===== config.mk =====
export PLATFORM = sky130hd
export DESIGN_NAME = microc_uc
export DESIGN_NICKNAME = d
export VERILOG_FILES = /design/src/rtl/microc_pkg.sv /design/src/rtl/microc_uc_dec.sv /design/src/rtl/microc_uc.sv
export SDC_FILE = /design/constraint.sdc
export NUM_CORES = 1
export LEC_CHECK = 0
export CAP_MARGIN = 20
export CELL_PAD_IN_SITES_DETAIL_PLACEMENT = 0
export CELL_PAD_IN_SITES_GLOBAL_PLACEMENT = 1
export CORE_MARGIN = 1.5
export CORE_UTILIZATION = 33
export CTS_CLUSTER_DIAMETER = 80
export CTS_CLUSTER_SIZE = 10
export DETAILED_ROUTE_END_ITERATION = 8
export GPL_TIMING_DRIVEN = 0
export PLACE_DENSITY = 0.81
export SLEW_MARGIN = 10
export SYNTH_ARGS = -nofsm -noshare
export SYNTH_HDL_FRONTEND = slang
export SYNTH_SLANG_ARGS = --single-unit

===== constraint.sdc =====
create_clock -name clk -period 2.7 [get_ports clk]
set_clock_uncertainty 0.1 [all_clocks]
set_input_delay 0.54 -clock clk [delete_from_list [all_inputs] [get_ports clk]]
set_output_delay 0.54 -clock clk [all_outputs]
set_load 0.01 [all_outputs]

===== src/rtl/microc_pkg.sv =====
// microc control-unit shared types: FSM states, opcode classes, ALU codes.
// No logic; constants only.
// Imported by the decoder and the control-unit top.
package microc_pkg;

  localparam int OPCODE_W = 6;

  typedef enum logic [1:0] {
    FETCH = 2'd0,
    EXEC  = 2'd1,
    HALT  = 2'd2
  } state_t;

  // Opcode classes, matched against ir[5:2] when ir[5] is clear
  localparam logic [3:0] OP_LI  = 4'b0000;
  localparam logic [3:0] OP_J   = 4'b0001;
  localparam logic [3:0] OP_JZ  = 4'b0010;
  localparam logic [3:0] OP_JNZ = 4'b0011;
  localparam logic [3:0] OP_NOP = 4'b0100;

  localparam logic [2:0] ALU_MOV  = 3'b000;
  localparam logic [2:0] ALU_NOTA = 3'b001;
  localparam logic [2:0] ALU_ADD  = 3'b010;
  localparam logic [2:0] ALU_SUB  = 3'b011;
  localparam logic [2:0] ALU_AND  = 3'b100;
  localparam logic [2:0] ALU_OR   = 3'b101;
  localparam logic [2:0] ALU_NEGA = 3'b110;
  localparam logic [2:0] ALU_NEGB = 3'b111;

  // Control bundle driven towards the datapath
  typedef struct packed {
    logic       s_inc;
    logic       s_inm;
    logic       we;
    logic       wez;
    logic [2:0] alu_op;
    logic       pc_we;
  } ctrl_t;

  // Idle bundle: no writes, PC mux on increment, ALU on MOV
  function automatic ctrl_t ctrl_idle();
    ctrl_t c;
    c        = '0;
    c.s_inc  = 1'b1;
    c.alu_op = ALU_MOV;
    return c;
  endfunction

endpackage


===== src/rtl/microc_uc_dec.sv =====
// microc instruction decoder: (ir, zero) -> control bundle plus illegal flag.
// Purely combinational, zero latency.
// No handshake; the top gates the bundle with the EXEC state.
module microc_uc_dec
  import microc_pkg::*;
(
  input  logic [5:0] ir,
  input  logic       zero,
  output ctrl_t      ctrl,
  output logic       illegal
);

  // The low opcode bits carry operand selection, not control
  logic unused_ir_lo;
  assign unused_ir_lo = ^ir[1:0];

  // Decode opcode class; s_inc of the conditional jumps follows zero directly
  always_comb begin
    ctrl    = ctrl_idle();
    illegal = 1'b0;
    if (ir[5]) begin
      ctrl.alu_op = ir[4:2];
      ctrl.we     = 1'b1;
      ctrl.wez    = 1'b1;
      ctrl.pc_we  = 1'b1;
    end else begin
      case (ir[5:2])
        OP_LI: begin
          ctrl.s_inm = 1'b1;
          ctrl.we    = 1'b1;
          ctrl.pc_we = 1'b1;
        end
        OP_J: begin
          ctrl.s_inc = 1'b0;
          ctrl.pc_we = 1'b1;
        end
        OP_JZ: begin
          ctrl.s_inc = ~zero;
          ctrl.pc_we = 1'b1;
        end
        OP_JNZ: begin
          ctrl.s_inc = zero;
          ctrl.pc_we = 1'b1;
        end
        OP_NOP: begin
          ctrl.pc_we = 1'b1;
        end
        default: begin
          illegal = 1'b1;
        end
      endcase
    end
  end

endmodule


===== src/rtl/microc_uc.sv =====
// microc multicycle control unit: FETCH/EXEC per instruction, HALT on illegal.
// Two cycles per instruction; outputs valid combinationally in EXEC.
// No backpressure; HALT is left only through reset.
module microc_uc #(
  parameter int OPCODE_W = 6,
  parameter int CNT_W    = 16
) (
  input  logic                clk,
  input  logic                reset,
  input  logic [OPCODE_W-1:0] Opcode,
  input  logic                zero,
  output logic                s_inc,
  output logic                s_inm,
  output logic                we,
  output logic                wez,
  output logic [2:0]          ALUOp,
  output logic                pc_we,
  output logic                halted,
  output logic [CNT_W-1:0]    retired
);

  microc_pkg::state_t state_q;
  microc_pkg::state_t state_d;
  logic [OPCODE_W-1:0] ir;
  microc_pkg::ctrl_t   dec_ctrl;
  microc_pkg::ctrl_t   out_ctrl;
  logic                dec_illegal;

  microc_uc_dec u_dec (
    .ir      (ir[5:0]),
    .zero    (zero),
    .ctrl    (dec_ctrl),
    .illegal (dec_illegal)
  );

  // State, instruction register and retire counter; reset wins over everything
  always_ff @(posedge clk) begin
    if (reset) begin
      state_q <= microc_pkg::FETCH;
      ir      <= '0;
      retired <= '0;
    end else begin
      state_q <= state_d;
      if (state_q == microc_pkg::FETCH) begin
        ir <= Opcode;
      end
      if (state_q == microc_pkg::EXEC && !dec_illegal) begin
        retired <= retired + CNT_W'(1);
      end
    end
  end

  // Next state and state-gated control outputs
  always_comb begin
    state_d  = state_q;
    out_ctrl = microc_pkg::ctrl_idle();
    case (state_q)
      microc_pkg::FETCH: begin
        state_d = microc_pkg::EXEC;
      end
      microc_pkg::EXEC: begin
        out_ctrl = dec_ctrl;
        state_d  = dec_illegal ? microc_pkg::HALT : microc_pkg::FETCH;
      end
      microc_pkg::HALT: begin
        state_d = microc_pkg::HALT;
      end
      default: begin
        state_d = microc_pkg::FETCH;
      end
    endcase
  end

  assign s_inc  = out_ctrl.s_inc;
  assign s_inm  = out_ctrl.s_inm;
  assign we     = out_ctrl.we;
  assign wez    = out_ctrl.wez;
  assign ALUOp  = out_ctrl.alu_op;
  assign pc_we  = out_ctrl.pc_we;
  assign halted = (state_q == microc_pkg::HALT);

endmodule


==> results.txt, run 1 <==
The flow ran to the end, and the final reports show no timing, DRC or antenna violations. The total clock sinks is 22. The post-route DRC violation count came out at 0. The floorplan step defined a die boundary enclosing 3650 µm². Across the whole layout, storage elements account for 443 µm². The filler-free cell count of the finished design is 203. The starting DRC count in detailed routing came out at 21. The number of distinct library cells after synthesis came out at 36. The tightest hold margin came out at 401 ps. The global-route wire length before repair is 4.16 mm. The XOR/XNOR share of the synthesized area is 6.44%. Counting the fill cells in the layout gives 334.

The detail-routed via count per cell is 4.96. The post-synthesis sequential element count is 22. The cell leakage power is 0.000530 µW. The number of instances in the synthesized netlist came out at 126. The highest achievable clock rate came out at 383 MHz. After global routing the overflow that remains totals 0. 0 antenna diodes ended up in the layout. The total area of multi-input combinational cells is 612 µm². The ratio of cells with drive above 1 in the final layout is 10.1%.

The detailed-route wire length came out at 2.43 mm. The number of pins with negative max-slew slack in the final report came out at 0. The clock-pin slew on the worst setup and hold paths came out at 130 ps. The number of buffers on the longest clock path is 2. Pin placement for this block handled 34 I/O pins. The most repeated cell in the gate-level netlist after synthesis is sky130_fd_sc_hd__dfxtp_1. Max-cap violations in this run came to 0. The pin count of the biggest net entering global routing is 14. Of all nets on the critical path, the largest fanout is 7.

Setup repair after global routing left no endpoint under its margin. Of the total synthesized cell area, the portion taken by full adders, half adders and majority gates is 1.15%. In the synthesized netlist the dominant register cell turns out to be sky130_fd_sc_hd__dfxtp_1. By area, the combinational part of the netlist is dominated by simple AND/OR/NAND/NOR gates. The worst endpoint data arrival time came out at 1970 ps. The fraction of the cycle the final worst path needs is 96.6%. The number of global-route vias before repair is 967.

In this run, synthesis inferred 0 flip-flops with an integrated enable. The data required time at the worst endpoint is 2060 ps. The count of endpoints failing hold in the final timing report was 0. For this configuration, the core starts out at a cell density of 35.0%. In this run the number of H-tree levels came out at 1. The mean cell area of the mapped netlist is 8.63 µm². The initial antenna violation count was 0. The sequential-to-total area share from yosys stat is 40.5%.

The count of nets left with antenna violations after detail routing is 0. The post-layout minimum cycle time is 2610 ps. TritonCTS built the clock tree. The post-detailed-placement half-perimeter wirelength is 1.83 mm.

The later pin in the worst-skew pair is clocked with a latency of 310 ps. The multiplexer share of the synthesized area came out at 4.03%. The synthesized design spends more area on one cell type than any other, namely sky130_fd_sc_hd__dfxtp_1. Across the VDD grid, the largest voltage drop is 217 µV. The buffer cell driving the clock tree root is sky130_fd_sc_hd__clkbuf_4. The floorplan has 20 rows. The compound-cell area share of the yosys netlist is 15.3%. The area added between synthesis and finish came out at 39.5%. The worst setup slack after placement came out at -13.8 ps.

The overall routing resource usage came out at 14.8%. In this run the worst hold path is classified as flop to flop. The last weighted congestion value of the routability-driven placer came out at 0.752.

The net count after synthesis is 136. The first detailed-routing pass ran for 2 iterations. Detailed routing inserted a total of 1006 vias. The worst setup path is launched from a flop.

The worst setup path is captured at an output port. The layout net count is 170. Sorting the synthesized cells by area gives the leading types as sky130_fd_sc_hd__dfxtp_1 (41%), sky130_fd_sc_hd__nor2_1 (4.8%), sky130_fd_sc_hd__a21oi_1 (4.1%). The average detailed-routed wire length per instance is 12.0 µm. The count of input and output buffers came out at 31. The total power divided by cell area came out at 452 nW/µm². The placeable core region came out at 3100 µm². The worst setup path is of the flop to output port kind.

Of the total synthesized cell area, the portion taken by AND, OR, NAND and NOR gates is 27.7%. The mapped cell area is 1090 µm². From bottom edge to top edge, the die measures 60.4 µm. Measured against its own limit, the worst slew margin works out to 65.8%.

The setup TNS is 0 ps. Counting instances in the post-synthesis netlist gives the leading cell types as sky130_fd_sc_hd__dfxtp_1 (22), sky130_fd_sc_hd__nor2_1 (14), sky130_fd_sc_hd__a21oi_1 (9), sky130_fd_sc_hd__nand2_1 (7). The die boundary width is 60.4 µm.

In this run the biggest area consumer among cell types represents 40.5% of the synthesized area. The slew of the pin with the lowest slew margin came out at 500 ps. The async set-or-reset flop fraction in the synthesized netlist is 0%. Once placement completed, the tool counted placed cells totaling 201.

The final worst setup slack came out at 91.0 ps. The Yosys step of the flow raised 0 warnings. The count of endpoints failing setup in the final report came out at 0. The CTS buffer count came out at 3.
[layout make-up]
class	instances	share of cell area, %
Buffer	4	1.98
Clock buffer	3	1.49
Inverter	4	0.990
Sequential cell	22	29.2
Tap cell	44	3.63
Timing Repair Buffer	31	20.4
Multi-Input combinational cell	94	40.3
Clock inverter	1	1.98
[layer usage]
| metal | vias to the layer above | routed length (µm) | part of all wire (%) | GRT usage [%] |
|---|---|---|---|---|
| li1 | 516 | - | - | - |
| met1 | 469 | 1140 | 47 | 19.1 |
| met2 | 19 | 1180 | 48 | 25.0 |
| met3 | 2 | 102 | 4.2 | 4.05 |
| met4 | 0 | 16 | 0.66 | 2.86 |
| met5 | - | 0 | 0 | 0 |
[worst paths after layout]
check             depth (start not counted)  slack (ps)  startpoint           to
setup reg to reg                          5         540  retired[0]  retired[12]
setup / recovery                          5          90       ir[2]           we
hold / removal                            2         400  retired[9]   retired[9]
hold reg to reg                           2         400  retired[9]   retired[9]
[what timing repair did]
| action | in CTS | in global routing |
|---|---|---|
| buffers inserted | 0 | 0 |
| endpoints found under the setup margin | 4 | 2 |
| hold buffers | 0 | 0 |
| resized for setup | 3 | 3 |
| cloned | 0 | 0 |
| pin swaps | 0 | 0 |
[stage by stage]
stage	instance area [µm²]	total power (µW)	utilization (%)
final	1520	685	48.9
after global routing	1520	712	48.9
after CTS	1510	689	48.6
after detailed placement	1450	434	46.8
after global placement	1450	431	46.8
after floorplan	1090	395	-
[worst max-delay path, cell delays in order (launching register included)]
cell and delay [ps]:
sky130_fd_sc_hd__dfxtp_2 360, sky130_fd_sc_hd__or2_1 230, sky130_fd_sc_hd__buf_6 140, sky130_fd_sc_hd__nor4_4 240, sky130_fd_sc_hd__or2_2 160, sky130_fd_sc_hd__clkdlybuf4s50_1 520
[where the power goes]
group	total, µW	switching, µW	internal, µW
combinational	81.3	38.2	43.0
sequential	349	14.4	334
clock	255	105	150
total	685	158	527
[cells by family (layout without fill, tap and decap cells)]
group | Yosys count | in the layout
compound gates | 26 | 26
flops | 22 | 22
xor+xnor | 8 | 8
simple gates | 55 | 55
fa+ha+maj | 1 | 1
buf+inv | 10 | 43
mux | 4 | 4
[state kept, by name, indices dropped and copies added (netlist names)]
register  count
retired      16
ir            4
state_q       2
[layout by cell type (no fill, tap or decap), types with 2 or more instances in the layout]
master	count
sky130_fd_sc_hd__xor2_1	3
sky130_fd_sc_hd__clkdlybuf4s50_1	30
sky130_fd_sc_hd__nand2b_1	2
sky130_fd_sc_hd__dfxtp_1	20
sky130_fd_sc_hd__xnor2_1	5
sky130_fd_sc_hd__o21ai_0	6
sky130_fd_sc_hd__inv_1	4
sky130_fd_sc_hd__a21oi_1	9
sky130_fd_sc_hd__nor2_1	14
sky130_fd_sc_hd__nand2_1	7
sky130_fd_sc_hd__a211oi_1	2
sky130_fd_sc_hd__or4_1	5
sky130_fd_sc_hd__or2_2	2
sky130_fd_sc_hd__nor2b_1	5
sky130_fd_sc_hd__dfxtp_2	2
sky130_fd_sc_hd__nand3_1	5
sky130_fd_sc_hd__buf_6	2
sky130_fd_sc_hd__o31ai_1	4
sky130_fd_sc_hd__and3_1	6
sky130_fd_sc_hd__mux2_2	2
sky130_fd_sc_hd__clkbuf_4	3
Note: power is estimated with default switching activity, not from simulation.
==> run 2, diff against run 1 <==
CTS_CLUSTER_SIZE = 25   (was 10)
PLACE_DENSITY = 0.75   (was 0.81)
==> run 2 against run 1 <==
  * Cell count shrank 0.49%
  * Count of clock-buffer cells in the layout is the same
  * Design area shrank 1.7%
  * Largest power group unchanged
  * First-iteration DRC count grew 100%
  * Utilization shrank 0.85 points
  * Power shrank 16%
  * Setup slack gained 49 ps
  * Fmax grew 1.9%
==> results.txt, run 2 (same netlist as run 1, synthesis figures left out) <==
The number of max-capacitance violations reported was 0 (unchanged). The number of pins with negative max-slew slack in the final report came out at 0 (unchanged). The internal power summed over all cells is 430 µW (-19%). The number of fill cells in the layout came out at 349 (+4.5%). The post-route cell area was 1490 µm² (-1.7%). The post-layout minimum cycle time is 2560 ps (-49.2 ps). The met2 demand-to-capacity share in global routing was 23.4% (-1.6 points). The post-route DRC violation count came out at 0 (unchanged). The ratio of cells with drive above 1 in the final layout was 8.86% (-1.2 points). The library cells used most frequently in the layout, excluding fill and tap cells, are sky130_fd_sc_hd__clkdlybuf4s50_1 (30), sky130_fd_sc_hd__dfxtp_1 (21), sky130_fd_sc_hd__nor2_1 (14).

The met1 demand-to-capacity share in global routing was 18.6% (-0.50 points). The count of endpoints failing setup in the final report came to 0 (unchanged). The detailed-route wire length came out at 2.37 mm (-2.5%). Leaving out fill and tap cells, the most frequent cell in the layout is sky130_fd_sc_hd__clkdlybuf4s50_1. The number of buffers on the longest clock path came out at 2 (unchanged). The I/O pin count came out at 34 (unchanged).

The initial cell density of the core was 35.0% (unchanged). The last weighted congestion value of the routability-driven placer came out at 0.787 (+4.6%). The share of total power in combinational logic came to 14.3% (+2.4 points). The total power divided by cell area is 386 nW/µm² (-15%). The root buffer cell chosen for the clock tree is sky130_fd_sc_hd__clkbuf_4. The overall routing resource usage came to 14.3% (-0.44 points). The clock-pin slew on the worst setup and hold paths came out at 110 ps (-20 ps). The area added between synthesis and finish is 37.1%.

The critical path class is flop to output port. The average detailed-routed wire length per instance was 11.7 µm (-2.0%). The largest registers in the layout are retired x16, ir x4, state_q x2.

The global routing stage identified its most utilized layer as met2. The level count of the clock H-tree came to 1 (unchanged). The slew of the pin with the lowest slew margin is 477 ps (-23.3 ps). The starting DRC count in detailed routing is 43 (+100%). The clock tree from TritonCTS is built.

The count of nets left with antenna violations after detail routing came out at 0 (unchanged). The layout net count came out at 170 (unchanged). The highest achievable clock rate is 391 MHz (+1.9%).

The total clock sinks is 22 (unchanged). The met3 usage was 4.26% (+0.21 points). The data required time at the worst endpoint came to 2060 ps (about the same). The area of the die came to 3650 µm² (unchanged). The total via count after detailed routing is 1008 (+0.20%).

The count of input and output buffers is 31 (unchanged). The tightest hold margin came out at 409 ps (+7.08 ps). The die boundary height was 60.4 µm (unchanged). The post-detailed-placement half-perimeter wirelength came out at 1.79 mm (-2.4%).

STA classifies the critical path startpoint as a flop. The clock latency on the worst-skew pair is 300 ps (about the same). The power dissipated by switching net loads came out at 145 µW (-7.9%). The cell leakage power is 0.000519 µW (-2.1%). The placeable core region came to 3100 µm² (unchanged). The final worst setup slack was 140 ps (+49.2 ps). The number of global-route vias before repair came out at 927 (-4.1%). The maximum fanout encountered on the critical timing path came out at 10 (+3). The share of total power in the clock network came out at 25.2% (-12 points). The count of TritonRoute iterations in the first routing pass is 4 (+2). Setup repair after global routing left no endpoint under its margin. The antenna cell count is 0 (unchanged).

The total placed instance area is 1450 µm² (unchanged). Ranked by flip-flop count, first place goes to retired. The worst setup slack after placement is -10.3 ps (+3.49 ps). The post-CTS setup repair buffer count came to 0 (unchanged). The maximum ir drop on the vdd rail came out at 293 µV (+35%). The standard-cell row count came out at 20 (unchanged).

The fraction of the cycle the final worst path needs was 94.8% (-1.8 points). The run finished with clean final reports. The global-route wire length before repair came out at 3.99 mm (-4.1%).

The detail-routed via count per cell is 4.99 (+0.69%). The number of flip-flops in the largest register was 16 (unchanged). The worst endpoint data arrival time came out at 1920 ps (-50 ps). The part of the power in registers is 60.5% (+9.6 points).

The worst hold path belongs to the class flop to flop. The relative max-transition margin is 67.4% (+1.6 points). The initial antenna violation count is 0 (unchanged). The total global routing overflow is 0 (unchanged). The switching share of power is 25.3% (+2.3 points). The pin count of the biggest net entering global routing was 12 (-2). The count of endpoints failing hold in the final timing report is 0 (unchanged). The die boundary width came out at 60.4 µm (unchanged). The worst setup path is captured at an output port. The CTS buffer count was 3 (unchanged).
==> run 2: cell types whose count changed in the layout (fill, tap and decap cells not counted), sizes merged <==
cell | previous run | this run
bufinv | 1 | 0
==> run 2: power by group through the flow <==
stage | clock (µW) | sequential (µW) | combinational [µW]
floorplan | 0 | 350 | 44.6
global placement | 0 | 350 | 81.7
detailed placement | 0 | 351 | 82.7
CTS | 154 | 343 | 84.1
global route | 168 | 351 | 92.2
finish | 145 | 348 | 82.1
==> run 2: final timing paths <==
| check | start | to | slack (ps) | cells past startpoint |
|---|---|---|---|---|
| worst max-delay path | state_q[0] | pc_we | 140 | 4 |
| worst min-delay path | retired[9] | retired[9] | 410 | 2 |
| worst max register to register | retired[0] | retired[12] | 580 | 5 |
| worst min register to register | retired[9] | retired[9] | 410 | 2 |
==> run 2: area by class of cell <==
type | count | area [µm²] | area share [%]
buffer | 4 | 30.0 | 2.02
timing repair buffer | 31 | 309 | 20.7
inverter | 4 | 15.0 | 1.01
sequential | 22 | 442 | 29.6
tap | 44 | 55.1 | 3.69
clock buffer | 3 | 22.5 | 1.51
multi-input combinational | 94 | 617 | 41.4
==> run 2: through the flow <==
step                      setup TNS, ps  power, µW  instances  util [%]
after floorplan                       0        395        126         -
final                                 0        575        202      48.0
after global routing                  0        611        202      48.0
after detailed placement          -10.3        434        201      46.8
after CTS                             0        581        204      47.7
after global placement            -8.51        432        201      46.8
==> run 2: critical path, cell delays in order, from the launching register on <==
cell and delay (ps):
sky130_fd_sc_hd__dfxtp_1 520, sky130_fd_sc_hd__nor2b_4 270, sky130_fd_sc_hd__o21ai_0 210, sky130_fd_sc_hd__inv_1 90
sky130_fd_sc_hd__clkdlybuf4s50_1 530
==> run 2: metal layers <==
| metal | up-vias | part of all wire, % |
|---|---|---|
| li1 | 515 | - |
| met1 | 473 | 50 |
| met2 | 18 | 47 |
| met3 | 2 | 2.9 |
| met4 | 0 | 0.63 |
| met5 | - | 0 |
==> run 2: repair_timing <==
item                       CTS  global route
setup endpoints to repair    3             3
gates resized for setup      3             3
hold buffers                 0             0
==> run 3, diff against run 2 <==
CORE_ASPECT_RATIO = 1.75   (was unset)
==> run 3 against run 2 <==
  * Utilization up 0.084 points
  * Non-clock buffer count unchanged
  * Power rose by 15%
  * Routed wire length grew 4.7%
  * First-iteration DRC count shrank 70%
  * Sequential power barely moved
  * Count of clock-buffer cells in the layout grew 1
  * Hold slack got worse by 5.2 ps
  * Critical path depth up 1
  * Flip-flop and latch count stayed put
  * Combinational power decreased by 2%
  * Fmax is 0.56% higher
  * Critical endpoint is now we
  * Largest power group unchanged
==> results.txt, run 3 (same netlist as run 1, synthesis figures left out) <==
The number of buffers on the longest clock path came to 2 (unchanged). The average detailed-routed wire length per instance is 12.3 µm (+4.7%). The post-route DRC violation count is 0 (unchanged). The level count of the clock H-tree is 1 (unchanged). The detailed-route wire length is 2.48 mm (+4.7%). The share of total power in the clock network was 35.3% (+10 points). The relative max-transition margin is 60.5% (-6.9 points). The standard-cell row count is 27 (+35%). The clock-pin slew on the worst setup and hold paths is 80 ps (-30 ps). The area of the die came out at 3660 µm² (+0.37%). The overall routing resource usage is 15.6% (+1.3 points). More flip-flops sit in one register than any other, and that register is retired. The total clock sinks is 22 (unchanged). The die boundary height was 78.9 µm (+31%). The number of pins with negative max-slew slack in the final report is 0 (unchanged). TritonCTS built the clock tree. The cell leakage power is 0.000532 µW (+2.6%). The count of endpoints failing hold in the final timing report is 0 (unchanged). The internal power summed over all cells is 506 µW (+18%).

The starting DRC count in detailed routing is 13 (-70%). The setup TNS is 0 ps (unchanged). The count of cells along the worst register-to-register path is 5 (unchanged). The pin count of the biggest net entering global routing came out at 13 (+1). The count of nets left with antenna violations after detail routing is 0 (unchanged).

The initial antenna violation count came out at 0 (unchanged). The switching share of power is 23.3% (-2.0 points). The die boundary width came out at 46.4 µm (-23%).

The global-route wire length before repair came out at 4.24 mm (+6.4%). The last weighted congestion value of the routability-driven placer is 0.785 (-0.29%). The maximum ir drop on the vdd rail is 292 µV (-0.53%). The filler-free cell count of the finished design is 202 (unchanged). The worst endpoint data arrival time came out at 1910 ps (about the same). The area added between synthesis and finish is 39.0%. The number of flip-flops in the largest register came to 16 (unchanged).

The antenna cell count is 0 (unchanged). The largest registers in the layout are retired x16, ir x4, state_q x2. The post-layout minimum cycle time is 2550 ps (-14.4 ps). Setup repair after global routing left no endpoint under its margin.

The type of the tightest min-delay check is flop to flop. The flow ran to the end, and the final reports show no timing, DRC or antenna violations. The I/O pin count came to 34 (unchanged). The total global routing overflow is 0 (unchanged). The worst setup path is launched from a flop. The library cells used most frequently in the layout, excluding fill and tap cells, are sky130_fd_sc_hd__clkdlybuf4s50_1 (30), sky130_fd_sc_hd__dfxtp_1 (22), sky130_fd_sc_hd__nor2_1 (14). The total via count after detailed routing is 1021 (+1.3%). The clock latency on the worst-skew pair is 260 ps (-40 ps). The number of max-capacitance violations reported came out at 0 (unchanged).

The count of input and output buffers came out at 31 (unchanged). The count of endpoints failing setup in the final report came out at 0 (unchanged). The quantity of hold-fixing buffers added after cts is 0 (unchanged). The most frequent standard cell in the layout excluding fill and tap cells is sky130_fd_sc_hd__clkdlybuf4s50_1.

The slowest library cell on the worst path is sky130_fd_sc_hd__clkdlybuf4s50_1. The power after layout came to 660 µW (+15%). The count of TritonRoute iterations in the first routing pass came out at 4 (unchanged). The largest incremental delay on the critical path came out at 520 ps (about the same). The highest achievable clock rate came out at 393 MHz (+0.56%). The initial cell density of the core came to 34.6% (-0.43 points). The placeable core region is 3140 µm² (+1.2%).

The total power divided by cell area is 437 nW/µm² (+13%). Walking the worst path, the cells encountered are or2_1, buf_6, nor4_2, or2_2, clkdlybuf4s50_1. The cell sitting at the root of the clock tree is a sky130_fd_sc_hd__clkbuf_8. The part of the power in registers came out at 52.5% (-8.0 points). The slew of the pin with the lowest slew margin came to 578 ps (+101 ps). The number of global-route vias before repair is 1026 (+11%). The layout net count is 170 (unchanged).

The maximum fanout encountered on the critical timing path is 7 (-3). The fraction of the cycle the final worst path needs came out at 94.3% (-0.53 points). The number of fill cells in the layout came out at 326 (-6.6%). The CTS buffer count was 3 (unchanged). The post-detailed-placement half-perimeter wirelength came out at 1.97 mm (+9.9%).

The worst setup path is of the flop to output port kind. The endpoint kind of the worst setup timing path is an output port. The share of total power in combinational logic was 12.2% (-2.1 points).

The data required time at the worst endpoint came out at 2060 ps (about the same). The ratio of cells with drive above 1 in the final layout came to 8.81% (-0.056 points). The cell depth of the worst min-delay path came out at 2 (unchanged). The number of instances in the placed design came out at 200 (-0.50%). The post-CTS setup repair buffer count came to 0 (unchanged).

The detail-routed via count per cell was 5.05 (+1.3%). The power dissipated by switching net loads came out at 154 µW (+5.8%).
## run 3: cell count changes in the layout (fill, tap and decap cells not counted), sizes merged
cell,before,now
clkbuf,4,5
## run 3: power groups by stage
stage / Clock [µW] / Sequential, µW / Combinational (µW)
floorplan: 0 / 350 / 44.6
global placement: 0 / 351 / 82.4
detailed placement: 0 / 351 / 83.9
CTS: 242 / 346 / 80.7
global route: 252 / 349 / 90.3
finish: 233 / 347 / 80.3
## run 3: cell type report
class                      count  area, µm²  share of cell area, %
buffer                         4       30.0                   1.99
timing repair buffer          31        309                   20.4
multi-input combinational     94        608                   40.2
inverter                       4       15.0                  0.993
sequential                    22        440                   29.1
clock buffer                   4       55.1                   3.64
tap                           43       53.8                   3.56
## run 3: path summary, 6_finish.rpt
kind              start          end  slack, ps
min reg2reg  retired[9]   retired[9]        400
max reg2reg  retired[0]  retired[12]        600
min          retired[9]   retired[9]        400
max               ir[2]           we        150
## run 3: per-stage QoR
step	utilization (%)	setup WS, ps	area (µm²)	hold WS (ps)
floorplan	-	694	1090	383
CTS	47.9	40.4	1500	401
global placement	46.2	-12.1	1450	381
detailed placement	46.2	-17.4	1450	387
finish	48.1	155	1510	403
global route	48.1	55.2	1510	438
## run 3: critical path: cells and delay by family, from the launching register on
kind / cells / cell delay [ps]
and+or+nand+nor: 3 / 640
DFF: 1 / 350
buffers and inverters: 2 / 660
## run 3: metal layers
layer  global-route usage, %  routed length (µm)  vias to the layer above
met2                    28.2                1390                       24
li1                        -                   -                      513
met5                       0                   0                        -
met3                    2.73                  84                        4
met4                    8.29                  53                        0
met1                    15.7                 950                      480
## run 3: timing repair
action | CTS | global route
endpoints found under the setup margin | 3 | 2
pin swaps | 0 | 0
gates resized for setup | 2 | 2
